**src/rtl/seq_det_prog.sv**
```systemverilog
// Runtime-programmable serial pattern detector with overlap control, sample enable
// and a saturating detection counter.
module seq_det_prog #(
  parameter int                    MAX_LEN     = 8,
  parameter int                    CNT_W       = 8,
  parameter logic [MAX_LEN-1:0]    DEF_PATTERN = MAX_LEN'('b0000_1011),
  parameter int                    DEF_LEN     = 4,
  parameter logic                  DEF_OVERLAP = 1'b1,
  localparam int                   LEN_W       = $clog2(MAX_LEN + 1)
) (
  input  logic               clk,
  input  logic               rst,
  input  logic               en,
  input  logic               seq_in,
  input  logic               cfg_load,
  input  logic [MAX_LEN-1:0] cfg_pattern,
  input  logic [LEN_W-1:0]   cfg_len,
  input  logic               cfg_overlap,
  input  logic               cnt_clr,
  output logic               det_o,
  output logic [CNT_W-1:0]   det_count,
  output logic               cfg_err
);

  logic [MAX_LEN-1:0] r_hist;
  logic [LEN_W-1:0]   r_fill;
  logic [MAX_LEN-1:0] r_pattern;
  logic [LEN_W-1:0]   r_len;
  logic               r_overlap;
  logic               r_det;
  logic [CNT_W-1:0]   r_count;
  logic               r_err;

  logic [MAX_LEN-1:0] w_hist_n;
  logic [LEN_W:0]     w_fill_inc;
  logic [LEN_W-1:0]   w_fill_n;
  logic [MAX_LEN-1:0] w_mask;
  logic               w_cfg_ok;
  logic               w_cfg_bad;
  logic               w_match;

  // Comparison mask covering only the active low len bits of the pattern.
  function automatic logic [MAX_LEN-1:0] len_mask(input logic [LEN_W-1:0] n);
    logic [MAX_LEN-1:0] m;
    m = '0;
    for (int i = 0; i < MAX_LEN; i++) begin
      m[i] = (i < int'(n));
    end
    return m;
  endfunction

  function automatic logic [CNT_W-1:0] sat_inc(input logic [CNT_W-1:0] c);
    return (c == {CNT_W{1'b1}}) ? c : c + 1'b1;
  endfunction

  always_comb begin
    w_hist_n   = {r_hist[MAX_LEN-2:0], seq_in};
    w_fill_inc = {1'b0, r_fill} + 1'b1;
    w_fill_n   = (w_fill_inc >= {1'b0, r_len}) ? r_len : w_fill_inc[LEN_W-1:0];
    w_mask     = len_mask(r_len);
    w_cfg_ok   = cfg_load && (cfg_len != '0) &&
                 ({1'b0, cfg_len} <= (LEN_W + 1)'(MAX_LEN));
    w_cfg_bad  = cfg_load && !w_cfg_ok;
    // An accepted load discards this cycle's sample; a rejected one does not.
    w_match    = en && !w_cfg_ok && (w_fill_n == r_len) &&
                 (((w_hist_n ^ r_pattern) & w_mask) == '0);
  end

  always_ff @(posedge clk) begin
    if (rst) begin
      r_hist    <= '0;
      r_fill    <= '0;
      r_pattern <= DEF_PATTERN;
      r_len     <= LEN_W'(DEF_LEN);
      r_overlap <= DEF_OVERLAP;
      r_det     <= 1'b0;
      r_count   <= '0;
      r_err     <= 1'b0;
    end else begin
      r_err <= w_cfg_bad;
      if (cnt_clr) begin
        r_count <= '0;
      end else if (w_match) begin
        r_count <= sat_inc(r_count);
      end
      if (w_cfg_ok) begin
        r_pattern <= cfg_pattern;
        r_len     <= cfg_len;
        r_overlap <= cfg_overlap;
        r_fill    <= '0;
        r_hist    <= '0;
        r_det     <= 1'b0;
      end else if (en) begin
        r_hist <= w_hist_n;
        // Non-overlapping mode restarts the fill so no matched bit is reused.
        r_fill <= (w_match && !r_overlap) ? '0 : w_fill_n;
        r_det  <= w_match;
      end else begin
        r_det <= 1'b0;
      end
    end
  end

  assign det_o     = r_det;
  assign det_count = r_count;
  assign cfg_err   = r_err;

endmodule
```
**config.mk**
```make
export PLATFORM = sky130hd
export DESIGN_NAME = seq_det_prog
export DESIGN_NICKNAME = d
export VERILOG_FILES = /design/src/rtl/seq_det_prog.sv
export SDC_FILE = /design/constraint.sdc
export NUM_CORES = 1
export LEC_CHECK = 0
export BUFFER_PORTS_ARGS = -buffer_cell sky130_fd_sc_hd__buf_2
export CORE_UTILIZATION = 30
export DETAILED_ROUTE_END_ITERATION = 7
export SLEW_MARGIN = 20
export SYNTH_ARGS = -nofsm -noshare
export SYNTH_HDL_FRONTEND = slang
export SYNTH_SLANG_ARGS = --single-unit
```
**constraint.sdc**
```tcl
create_clock -name clk -period 3.2 [get_ports clk]
set_input_delay 0.32 -clock clk [delete_from_list [all_inputs] [get_ports clk]]
set_output_delay 0.32 -clock clk [all_outputs]
set_load 0.03 [all_outputs]
```
* After elaboration in Yosys (flattened, before gate mapping) *
Cells that the tools add are included.

word-level totals
  register bits = 34
  input bits = 19

operators by class
  order comparisons = 10
  multiplexer cells = 2
  bitwise operators = 4
  reduce and logical (&&, ||, !) cells = 15
  equality and inequality tests = 2
  add/subtract/negate cells = 2

operators by type and width
  operator                                                count
  < comparator 3 x 4 -> 1 bit (first input constant)      4
  adder 8 x 1 -> 8 bit (second input constant)            1
  bitwise AND 8 bit                                       1
  == test 8 bit (second input constant)                   1
  logical NOT 8 bit                                       1
  < comparator 1 x 4 -> 1 bit (first input constant)      2
  < comparator 2 x 4 -> 1 bit (first input constant)      2
  two-way mux 4 bit                                       2
  bitwise XOR 8 bit                                       1
  logical AND 1 bit                                       7
  adder 4 x 1 -> 5 bit (second input constant)            1
  greater-or-equal comparator 5 x 4 -> 1 bit              1
  == test 4 bit                                           1
  less-or-equal comparator 4 bit (second input constant)  1
  nonzero test 4 bit                                      1
  OR reduction 2 bit                                      2
  OR reduction 3 bit                                      1
  logical NOT 1 bit                                       2
  inverter 1 bit                                          2
  AND reduction 2 bit                                     1

* Depth between registers and ports, before layout *
  depth in word-level cells = 9
  mapped depth = 9

* Worst setup path before layout *
Ideal clock, no wire load.

  path type = register to register
  start point = register r_fill[0]
  end point = register r_fill[2]
  path slack = 788 ps
  arrival = 2334 ps
  period minus slack after synthesis = 2412 ps
  buffers on the path = 1
  stages on the path, launching flop included = 10
  library setup time = 79 ps
  path through = dfxtp_1 -> ha_1 -> xor2_1 -> ha_1 -> o21ai_0 -> o21ai_1 -> o221ai_2 -> clkbuf_1 -> o21ai_1 -> o211ai_1

on the way
  longest elaborated chain between the ends = 8

RTL lines
  element                                     RTL line  RTL
  start: declaration                          26        logic [LEN_W-1:0] r_fill;
  start signal: assignment                    96        r_fill <= (w_match && !r_overlap) ? '0 : w_fill_n;
  adder 4 x 1 -> 5 bit *                      58        w_fill_inc = {1'b0, r_fill} + 1'b1;
  greater-or-equal comparator 5 x 4 -> 1 bit  59        w_fill_n = (w_fill_inc >= {1'b0, r_len}) ? r_len : w_fill_inc[LEN_W-1:0];
  two-way mux 4 bit *                         59
  == test 4 bit                               65        w_match = en && !w_cfg_ok && (w_fill_n == r_len) &&
  logical AND 1 bit (2 in series)             65
  logical AND 1 bit                           96
  two-way mux 4 bit *                         96

Every way passes the cells marked *; elsewhere a longest branch is shown, timed or not.
A chain may end at the register's enable or synchronous reset.

* Worst setup path after layout *
  start point = register r_fill[0]
  end point = register r_count[3], in the netlist det_count[3]

on the way
  longest elaborated chain between the ends = 7

RTL lines
  element                                     RTL line  RTL
  adder 4 x 1 -> 5 bit *                      58
  greater-or-equal comparator 5 x 4 -> 1 bit  59
  two-way mux 4 bit *                         59
  == test 4 bit *                             65
  logical AND 1 bit * (2 in series)           65
  AND reduction 2 bit (no line) *             n/a
  end signal: assignment                      84        r_count <= sat_inc(r_count);
  end: declaration                            31        logic [CNT_W-1:0] r_count;

Marked as above.

==> reports/metrics.cfg <==
[routing]
drt_pass1_iterations = 4
met2_length_um = 1654
top_layer_used = met4
detail_route.drc_violations = 0
post_dr_wirelength_cell_um = 11.66
met3RoutedLength_um = 95
met1_length_um = 1687
postRouteWirelength_um = 3498
dr.first_iter.drc_count = 51
antenna_nets_post_route = 0
vias = 1476
viasPerCell = 4.920

[floorplanning]
design.die.area_um2 = 6148
core.rowCount = 27
die_w_um = 78.41
initial_core_util = 0.3143
io_pins = 29
fp.coreArea_um2 = 5574
die_height_um = 78.41

[critical_path]
worst_reg2reg_path_endpoint = det_count[3]
critical_path.startpoint_type = flop
ff_to_ff_path_depth = 8
cp_data_required_time_ns = 3.42
worstPathArrival_ns = 3.02
crit_path_top_delay_cell = or4_1
timing.critical_path.from = r_fill[0]
crit_fanout = 16
crit_path_end_kind = flop
cp_slowest_stage_delay_ns = 0.58
worst_path_most_repeated_cell = ha_1
path_cells = ha_1 -> xor2_1 -> ha_1 -> o21ai_0 -> o21ai_1 -> o221ai_2 -> or4_1 -> a21oi_1
timing.rr.start = r_fill[0]
timing.setup.critical_path_class = flop to flop
setup.reg_to_reg.worst_slack_ns = 0.40
critPathCapture = det_count[3]

[clocking]
clk-insertion-delay-late_ns = 0.29
path_clk_slew_ns = 0.07
cts_root_buf = clkbuf_8
cts_tree = done
post-cts-setup-buffers = 0
cts_sinks = 34
cts_buffers = 5
cts-htree-levels = 2
clock_tree.buffer_depth = 2
cts_hold_buffers = 0
cts-resized-gates = 0

[placed_design]
portBuffers = 28
dp_hpwl_um = 2595
routability_driven_placement_congestion_ratio = 0.8663
placed_area_um2 = 1947

[logic_synthesis]
avgSynthCellArea_um2 = 8.758
postSynthRegisterBits = 34
synth_flop_cell = dfxtp_1
synth_async_sr_flop_share = 0
synth.yosys.warnings = 0
ys_seq_area_frac = 0.3886
number_of_enable_flip_flop_cells_after_synthesis = 0
mappedNetlistNets = 225
syn_area_um2 = 1752
number_of_distinct_library_cell_variants_in_the_gate_level_netlist_after_synthesis = 41
syn_inst = 200

[sta]
max_slew_headroom_at_the_worst_pin = 0.5734
fin_skew_ns = 0.005387
period_minus_slack_ns = 2.800
max_freq_ghz = 0.3572
timing.final.crit_share = 0.8749
timing.setup.tns_ns = 0
report.final.setup_viol = 0
worst_slew_pin_tran_ns = 0.6399
report.final.slew_viol_count = 0
finalHoldViolCount = 0
rsz_0062_raised_after_global_routing = no

[final_layout]
area_growth_pct = 17.36
most-common-layout-cells = 34 x dfxtp_1, 30 x nor2_1, 28 x buf_2
finalCoreUtilization = 0.3688
mostFrequentLayoutCell = dfxtp_1
final_layout_size_suffix_gt1_frac = 0.1842
num_antenna_cells = 0
ff_latch_area_um2 = 680.7
nets = 252
stdcell_area_um2 = 2056
multi_input_comb_area_um2 = 987.2
fillCellCount = 580

[global_route]
number_of_antenna_violations_at_the_first_check_in_global_routing = 0
grt_first_pass_wirelength_um = 5885
grt_usage = 0.1210
grt_pass1_vias = 1373
grt_start_max_net_pins = 19
grt_remaining_overflow = 0

[hold_path]
min-delay-path-class = input pin to flop

[outcome]
status = complete, no violations

[power]
max-vdd-ir-drop_mv = 0.2867
pwr_density_cell_nw_per_um2 = 466.8
cellLeakagePower_nw = 0.9288

[run]
max_cap_violations = 0

-- where the power goes --
part | total (mW) | switching (mW) | internal, mW | leakage (nW)
registers | 0.454 | 0.0162 | 0.438 | 0.277
clock network | 0.387 | 0.158 | 0.229 | 0.0579
logic | 0.118 | 0.0671 | 0.0510 | 0.594
total | 0.960 | 0.241 | 0.718 | 0.929
-- worst min-delay path by stage --
stage	depth (start not counted)	from	slack (ns)	to
finish	3	cfg_pattern[4]	0.26	r_pattern[4]
detailed placement	2	r_fill[1]	0.47	r_fill[1]
global placement	2	r_fill[1]	0.47	r_fill[1]
global route	3	cfg_pattern[4]	0.29	r_pattern[4]
floorplan	1	rst	0.41	r_len[2]
CTS	3	cfg_pattern[4]	0.25	r_pattern[4]
-- sequential cells by signal (all words and copies together) (netlist names) --
| name | cells |
|---|---|
| det_count | 8 |
| r_pattern | 8 |
| r_hist | 7 |
| r_fill | 4 |
| r_len | 4 |
| cfg_err | 1 |
| det_o | 1 |
| r_overlap | 1 |
-- Yosys cell counts, types with 2 or more instances --
library cell / count / area share
ha_1: 6 / 0.043
mux2i_1: 14 / 0.080
a21oi_1: 13 / 0.037
or3_1: 2 / 0.0071
and3_1: 4 / 0.014
or4_1: 5 / 0.021
dfxtp_1: 34 / 0.39
nand2_1: 8 / 0.017
o31ai_1: 6 / 0.026
xnor2_1: 5 / 0.025
a211o_1: 5 / 0.025
o21ai_1: 7 / 0.020
clkbuf_1: 6 / 0.013
xor2_1: 10 / 0.050
nand2b_1: 2 / 0.0071
nor2_1: 30 / 0.064
o21a_1: 2 / 0.0086
inv_1: 11 / 0.024
nand3_1: 6 / 0.017
o21ai_0: 2 / 0.0057
nor3_1: 2 / 0.0057
-- per-layer routing --
metal,vias to the layer above,GRT usage
li1,772,-
met2,17,0.2061
met3,6,0.03140
met5,-,0
met4,0,0.04815
met1,681,0.1442
-- cell type report --
cell class / instances / share of cell area
Timing Repair Buffer: 29 / 0.07182
Inverter: 11 / 0.02009
Multi-Input combinational cell: 146 / 0.4802
Clock inverter: 3 / 0.01948
Clock buffer: 5 / 0.03348
Tap cell: 72 / 0.04382
Sequential cell: 34 / 0.3311
-- worst max-delay path, delay by kind of cell, from the launching register on --
family	cells	cell delay (ns)
xor+xnor	1	0.24
fa+ha+maj	2	0.46
simple gates	1	0.58
flops	1	0.44
compound gates	4	1.01
-- through the flow --
stage                     setup slack (ns)  cells  total power [mW]  hold slack [ns]
after global routing                0.1443    300             1.005           0.2888
after detailed placement            0.4350    292            0.5817           0.4729
after floorplan                     0.7875    200            0.5478           0.4144
after global placement              0.5245    292            0.5812           0.4693
final                               0.4002    300            0.9597           0.2592
after CTS                           0.4208    300            0.9712           0.2546
-- cells by family after synthesis --
| kind of cell | share of synthesized area |
|---|---|
| fa+ha+maj | 0.04286 |
| buf+inv | 0.04785 |
| xor+xnor | 0.07500 |
| compound gates | 0.1843 |
| simple gates | 0.1814 |
| flops | 0.3886 |
| mux | 0.08000 |
(Power assumes the default switching activity.)
